`config.mk`:
```
export PLATFORM = sky130hd
export DESIGN_NAME = grf_dump
export DESIGN_NICKNAME = d
export VERILOG_FILES = /design/src/rtl/grf_dump.sv
export SDC_FILE = /design/constraint.sdc
export NUM_CORES = 1
export LEC_CHECK = 0
export ABC_AREA = 1
export ABC_CLOCK_PERIOD_IN_PS = 3000
export BUFFER_PORTS_ARGS = -buffer_cell sky130_fd_sc_hd__buf_4
export CAP_MARGIN = 20
export CORE_MARGIN = 2
export CORE_UTILIZATION = 55
export DETAILED_ROUTE_END_ITERATION = 7
export PLACE_DENSITY_LB_ADDON = 0.05
export SYNTH_ARGS = -nofsm -noshare
export SYNTH_HDL_FRONTEND = slang
export SYNTH_SLANG_ARGS = --single-unit
```
`constraint.sdc`:
```
create_clock -name clk -period 3 [get_ports clk]
set_input_delay 0.15 -clock clk [delete_from_list [all_inputs] [get_ports clk]]
set_output_delay 0.15 -clock clk [all_outputs]
set_load 0.03 [all_outputs]
```
`src/rtl/grf_dump.sv`:
```
// Register-file dump engine: freezes the datapath, walks FIRST_REG..LAST_REG and streams (index, value) beats.
// Two cycles per register (READ, SEND); SEND holds its beat until out_ready, skipped zeros cost one cycle.
module grf_dump #(
    parameter int FIRST_REG = 0,
    parameter int LAST_REG  = 31,
    parameter bit SKIP_ZERO = 1'b0
) (
    input  logic        clk,
    input  logic        reset,
    input  logic        start,
    input  logic        abort,
    output logic        hold_req,
    input  logic        hold_ack,
    output logic [4:0]  raddr,
    input  logic [31:0] rdata,
    output logic        out_valid,
    input  logic        out_ready,
    output logic [4:0]  out_addr,
    output logic [31:0] out_data,
    output logic        busy,
    output logic        done,
    output logic [31:0] checksum,
    output logic [5:0]  sent_count
);
    localparam logic [4:0] FIRST = FIRST_REG[4:0];
    localparam logic [4:0] LAST  = LAST_REG[4:0];

    typedef enum logic [2:0] {IDLE, REQ, READ, SEND, FIN} state_t;

    state_t      r_state;
    state_t      w_next;
    logic [4:0]  r_idx;
    logic [4:0]  r_out_addr;
    logic [31:0] r_out_data;
    logic [31:0] r_checksum;
    logic [5:0]  r_sent_count;

    logic        w_last;
    logic        w_skip;
    logic        w_accept;
    logic        w_abort;
    logic        w_hold_req;
    logic        w_out_valid;
    logic        w_busy;
    logic        w_done;
    logic [4:0]  w_raddr;

    assign w_last   = (r_idx == LAST);
    assign w_skip   = SKIP_ZERO && (rdata == 32'd0);
    assign w_accept = (r_state == SEND) && out_ready;
    assign w_abort  = abort && (r_state != IDLE);

    always_ff @(posedge clk or posedge reset) begin
        if (reset) begin
            r_state <= IDLE;
        end else begin
            r_state <= w_next;
        end
    end

    // Outputs decode from state only, so an async reset clears them without a clock edge.
    always_comb begin
        w_next      = r_state;
        w_hold_req  = 1'b1;
        w_out_valid = 1'b0;
        w_busy      = 1'b1;
        w_done      = 1'b0;
        w_raddr     = 5'd0;
        case (r_state)
            IDLE: begin
                w_hold_req = 1'b0;
                w_busy     = 1'b0;
                if (start) w_next = REQ;
            end
            REQ: begin
                if (hold_ack) w_next = READ;
            end
            READ: begin
                w_raddr = r_idx;
                if (!w_skip)     w_next = SEND;
                else if (w_last) w_next = FIN;
            end
            SEND: begin
                w_out_valid = 1'b1;
                if (out_ready) w_next = w_last ? FIN : READ;
            end
            FIN: begin
                w_done = 1'b1;
                w_next = IDLE;
            end
            default: w_next = IDLE;
        endcase
        if (w_abort) w_next = IDLE;
    end

    always_ff @(posedge clk or posedge reset) begin
        if (reset) begin
            r_idx        <= 5'd0;
            r_out_addr   <= 5'd0;
            r_out_data   <= 32'd0;
            r_checksum   <= 32'd0;
            r_sent_count <= 6'd0;
        end else begin
            // A beat accepted in the abort cycle still counts.
            if (w_accept) r_sent_count <= r_sent_count + 6'd1;
            case (r_state)
                IDLE: begin
                    if (start) begin
                        r_checksum   <= 32'd0;
                        r_sent_count <= 6'd0;
                    end
                end
                REQ: begin
                    if (hold_ack && !abort) r_idx <= FIRST;
                end
                READ: begin
                    if (!abort) begin
                        r_checksum <= r_checksum + rdata;
                        r_out_addr <= r_idx;
                        r_out_data <= rdata;
                        if (w_skip && !w_last) r_idx <= r_idx + 5'd1;
                    end
                end
                SEND: begin
                    if (out_ready && !abort && !w_last) r_idx <= r_idx + 5'd1;
                end
                default: ;
            endcase
        end
    end

    assign hold_req   = w_hold_req;
    assign out_valid  = w_out_valid;
    assign busy       = w_busy;
    assign done       = w_done;
    assign raddr      = w_raddr;
    assign out_addr   = r_out_addr;
    assign out_data   = r_out_data;
    assign checksum   = r_checksum;
    assign sent_count = r_sent_count;
endmodule

```
* Yosys cells after proc, flatten, opt, wreduce, memory -nomap -nowiden
Index checks and enable logic that the tools add are counted.
Operators by class: equal/unequal tests 12, bitwise operators 1, reductions and logical operators 15, multiplexer cells 19, add/subtract/negate cells 3
Operator list (number):
- 2-to-1 mux 32 bit | 2
- one-hot mux 32 bit (2 select lines) | 1
- adder 32 bit | 1
- 2-to-1 mux 6 bit | 3
- 2-to-1 mux 3 bit | 5
- 2-to-1 mux 5 bit | 3
- one-hot mux 3 bit (4 select lines) | 1
- one-hot mux 5 bit (2 select lines) | 1
- inequality test 3 bit (second input constant) | 3
- AND reduction 3 bit | 3
- adder 6 x 1 -> 6 bit (second input constant) | 1
- == test 3 x 2 -> 1 bit (second input constant) | 2
- inequality test 2 bit (second input constant) | 3
- adder 5 x 1 -> 5 bit (second input constant) | 1
- == test 5 bit (second input constant) | 1
- logical AND 1 bit | 5
- nonzero test 2 bit | 2
- == test 3 x 1 -> 1 bit (second input constant) | 1
- == test 3 bit (second input constant) | 1
- zero test 3 bit | 1
- 2-to-1 mux 1 bit | 3
- nonzero test 3 bit | 1
- zero test 1 bit | 2
- inequality test 2 x 1 -> 1 bit (second input constant) | 1
- other kinds (2) | 2
Word-level totals: input port bits 38, logic and storage cells 56, register bits after elaboration 83

* Longest topological paths before layout
word-level depth 5, gate-level depth with buffers 14

* Least setup slack after synthesis
No wires, ideal clock.
path type reg-to-reg, start register r_checksum[0], in the netlist checksum[0], end register r_checksum[28], in the netlist checksum[28], buffers on the path 0, cell stages (with the launch flop) 14, required time 2.882 ns, setup slack 0.974 ns, arrival 1.908 ns, clock period less this slack 2.026 ns, cell sequence dfrtp_1 ha_1 inv_1 fa_1 inv_1 nand3_1 nand3_1 nand3_1 nand3_1 nand2_1 nand2_1 nand2_1 nand3_1 nand2_1
On the way: cells in the longest elaborated chain, start to end 3
Ends and longest elaborated chain:
- start, declared | RTL line 35 | logic [31:0] r_checksum;
- start signal, assigned | RTL line 118 | r_checksum <= r_checksum + rdata;
- adder 32 bit | RTL line 118
- 2-to-1 mux 32 bit | RTL line 117 | if (!abort) begin
- one-hot mux 32 bit (2 select lines) | RTL line 106 | case (r_state)
Every way passes these cells. The select of a mux whose other input is x is not followed. A chain may end at the register's enable or synchronous reset.

* Worst setup path in the final report
start input rdata[0], end register r_checksum[28], in the netlist checksum[28]
On the way: cells in the longest elaborated chain, start to end 3
Ends and longest elaborated chain:
- start, declared | RTL line 15 | input logic [31:0] rdata,
- adder 32 bit | RTL line 118
- 2-to-1 mux 32 bit | RTL line 117
- one-hot mux 32 bit (2 select lines) | RTL line 106
Every way passes these cells. The select of a mux whose other input is x is not followed.

==> metrics <==
metal2 WL 6.96 mm; clk sink count 83; Highest Signal Layer met4; switching power 3790 uW; VDD IR max 0.582 mV; DRT iter0 DRCs 332; Die Width 106 um; CTS tree built; FMAX 451 MHz; Starting Density 55.8%; YS warnings 0; Slew Viols, Final 0; row count 37; period utilization 73.8%; TritonCTS Buffers 9; grt total ovfl 0; Critical Path AT 2.48 ns; FF-to-FF End checksum[28]; Clk pwr share 11.9%; Clock H-tree levels 3; M1 WL 7.12 mm; total power 7340 uW; main area contributors after synthesis dfrtp_1, nand2_1, inv_1; Avg Inst Size Synth 6.48 um^2; Worst Max-Slew Pin Slew 0.776 ns; outcome finished clean; Hold Slack 0.00567 ns; placed cell count 1124; Residual DRC 0; Mapped Area 5690 um^2; routed wire length 15.0 mm; pwr dens 1020 nW/um^2; R2R depth 13; ANT nets after route 0; first-pass GRT wire length 24.9 mm; P&R area growth vs syn 27.1%; Post-CTS Resized 0; R2R Path Start checksum[0]; via count 5715; required time of the critical path 3.26 ns; register bit total from synthesis 83; Root Driver clkbuf_8; WHS Endpoint out_data[9]; RSZ-0062 raised after global routing no; Setup violations, final 0; non-filler cells, final 1168; Post-Syn Nets 951; Crit. End Element flip-flop; Detailed Routing Iterations Pass 1 5; Die ar. 11200 um^2; DP Wirelength 11.1 mm; CTS max path bufs 2; proportion of netlist area held by the largest area contributor 36.5%; P_leak 0.00435 uW; share of layout cells above drive strength 1 14.8%; Comb pwr share 62.3%; largest net degree at the start of global routing 44; global-route total usage across every layer 27.6%; post-layout util 71.0%; reg2reg setup slack 0.83 ns; Clock Latency Late Sink 0.37 ns; Hold Path Origin rdata[9]; n_diodes 0; Worst Skew 0.0106 ns; min cycle time layout 2.22 ns; wire length on met3 610 um; initial antenna violation count 0; Hold Path Class input port to flip-flop; PortBufs 121; vias in the first global route 5344; P_int 3550 uW; switching portion of total power 51.7%; sequential power share 25.8%; Max Cap Viol 0; cell count after synthesis 878; Final TNS setup 0 ns; Die Span Y 106 um; Yosys cell types 32; maximum fanout along the worst path 4; Fin. Hold Viols 0; Yosys top cell by area dfrtp_1; Slew HR 48.3%; vias per cell 4.89; hold path cells 3; register area share after synthesis 36.5%; kind of critical path input port to flip-flop; Placer Congestion 0.941; Ports 122; core area 10200 um^2; WL per Instance 12.8 um; clock slew at reported path FFs 0.09 ns; Worst setup SP type input port; nets 1100
==> routing by layer <==
metal | global-route usage, % | up-vias
li1 | - | 2981
met1 | 38.3 | 2576
met2 | 45.3 | 136
met3 | 2.91 | 22
met4 | 9.02 | 0
met5 | 0 | -
==> placed cells by master (no fill, tap or decap), types with 28 or more instances in the layout <==
cell type      Yosys  final
nand2_1          398    398
inv_1            137    136
buf_4              4    123
dfrtp_1           83     83
nor2_1            60     60
nand3_1           47     46
a21oi_1           34     34
ha_1              34     34
o21ai_0           29     29
dlygate4sd3_1      0     28
==> power by group through the flow <==
stage	registers, uW	clock network, uW	logic, uW
final	1900	872	4570
after CTS	1890	882	4560
after floorplan	2690	0	2340
after detailed placement	1910	0	4520
after global routing	1950	929	5070
after global placement	1900	0	4470
==> area by class of cell <==
cell class                      count  area (um^2)
Fill cell                         957         2960
Clock inverter                      5         60.1
Clock buffer                       11          151
Timing Repair Buffer              153         1240
Multi-Input combinational cell    638         2990
Inverter                          142          534
Sequential cell                    83         2080
Tap cell                          136          170
==> cell families after synthesis <==
family | Yosys count | synth area share [%]
AND/OR/NAND/NOR | 524 | 36.7
AO/OA/AOI/OAI | 73 | 7.04
flip-flops | 83 | 36.5
adder cells (fa/ha/maj) | 35 | 7.83
XOR/XNOR | 6 | 0.924
buffers and inverters | 157 | 10.9
==> through the flow <==
stage	cell area (um^2)	setup slack (ns)
3_5_place_dp	6740	0.920
5_1_grt	7230	0.686
3_3_place_gp	6740	0.984
6_report	7230	0.785
4_1_cts	7230	0.868
2_1_floorplan	5690	0.713
==> how the worst max path moves through the flow <==
stage / slack, ns / startpoint / depth (start not counted) / to
final: 0.78 / rdata[0] / 15 / checksum[28]
after detailed placement: 0.92 / checksum[0] / 13 / checksum[28]
after global routing: 0.69 / rdata[0] / 15 / checksum[28]
after CTS: 0.87 / rdata[0] / 15 / checksum[28]
after global placement: 0.98 / checksum[0] / 13 / checksum[28]
after floorplan: 0.71 / reset / 1 / checksum[0]
==> flip-flops by register name (all words and copies together) (netlist names) <==
signal,cells
checksum,32
out_addr,5
out_data,32
r_idx,5
r_state,3
sent_count,6
==> cell usage after synthesis (all sizes together) <==
library cell	count
xor2	3
nor3	5
o221ai	1
a211oi	1
dfrtp	83
ha	34
a32o	1
nand4	5
clkbuf	2
fa	1
o21ai	29
o21bai	3
inv	142
o22ai	1
nand2	401
nor2	61
a22o	1
nand3	47
nor4	1
xnor2	3
nand3b	3
a21o	1
buf	13
a21oi	34
o31ai	1
and3	1
==> critical path, stage by stage <==
cell and delay, ns:
dlygate4sd3_1 0.54, buf_4 0.12, ha_1 0.18, inv_1 0.06
fa_1 0.38, inv_1 0.13, nand3_1 0.08, nand3_1 0.13
nand3_1 0.09, nand3_1 0.23, nand2_1 0.12, nand2_1 0.09
nand2_1 0.05, nand3_1 0.07, nand2_1 0.06
==> what timing repair did <==
action / in CTS / in global routing
setup endpoints to repair: 0 / 0
setup buffers: 0 / 0
endpoints found under the hold margin: 67 / 0
hold buffers: 28 / 0
Power figures use the tool's default switching activity.
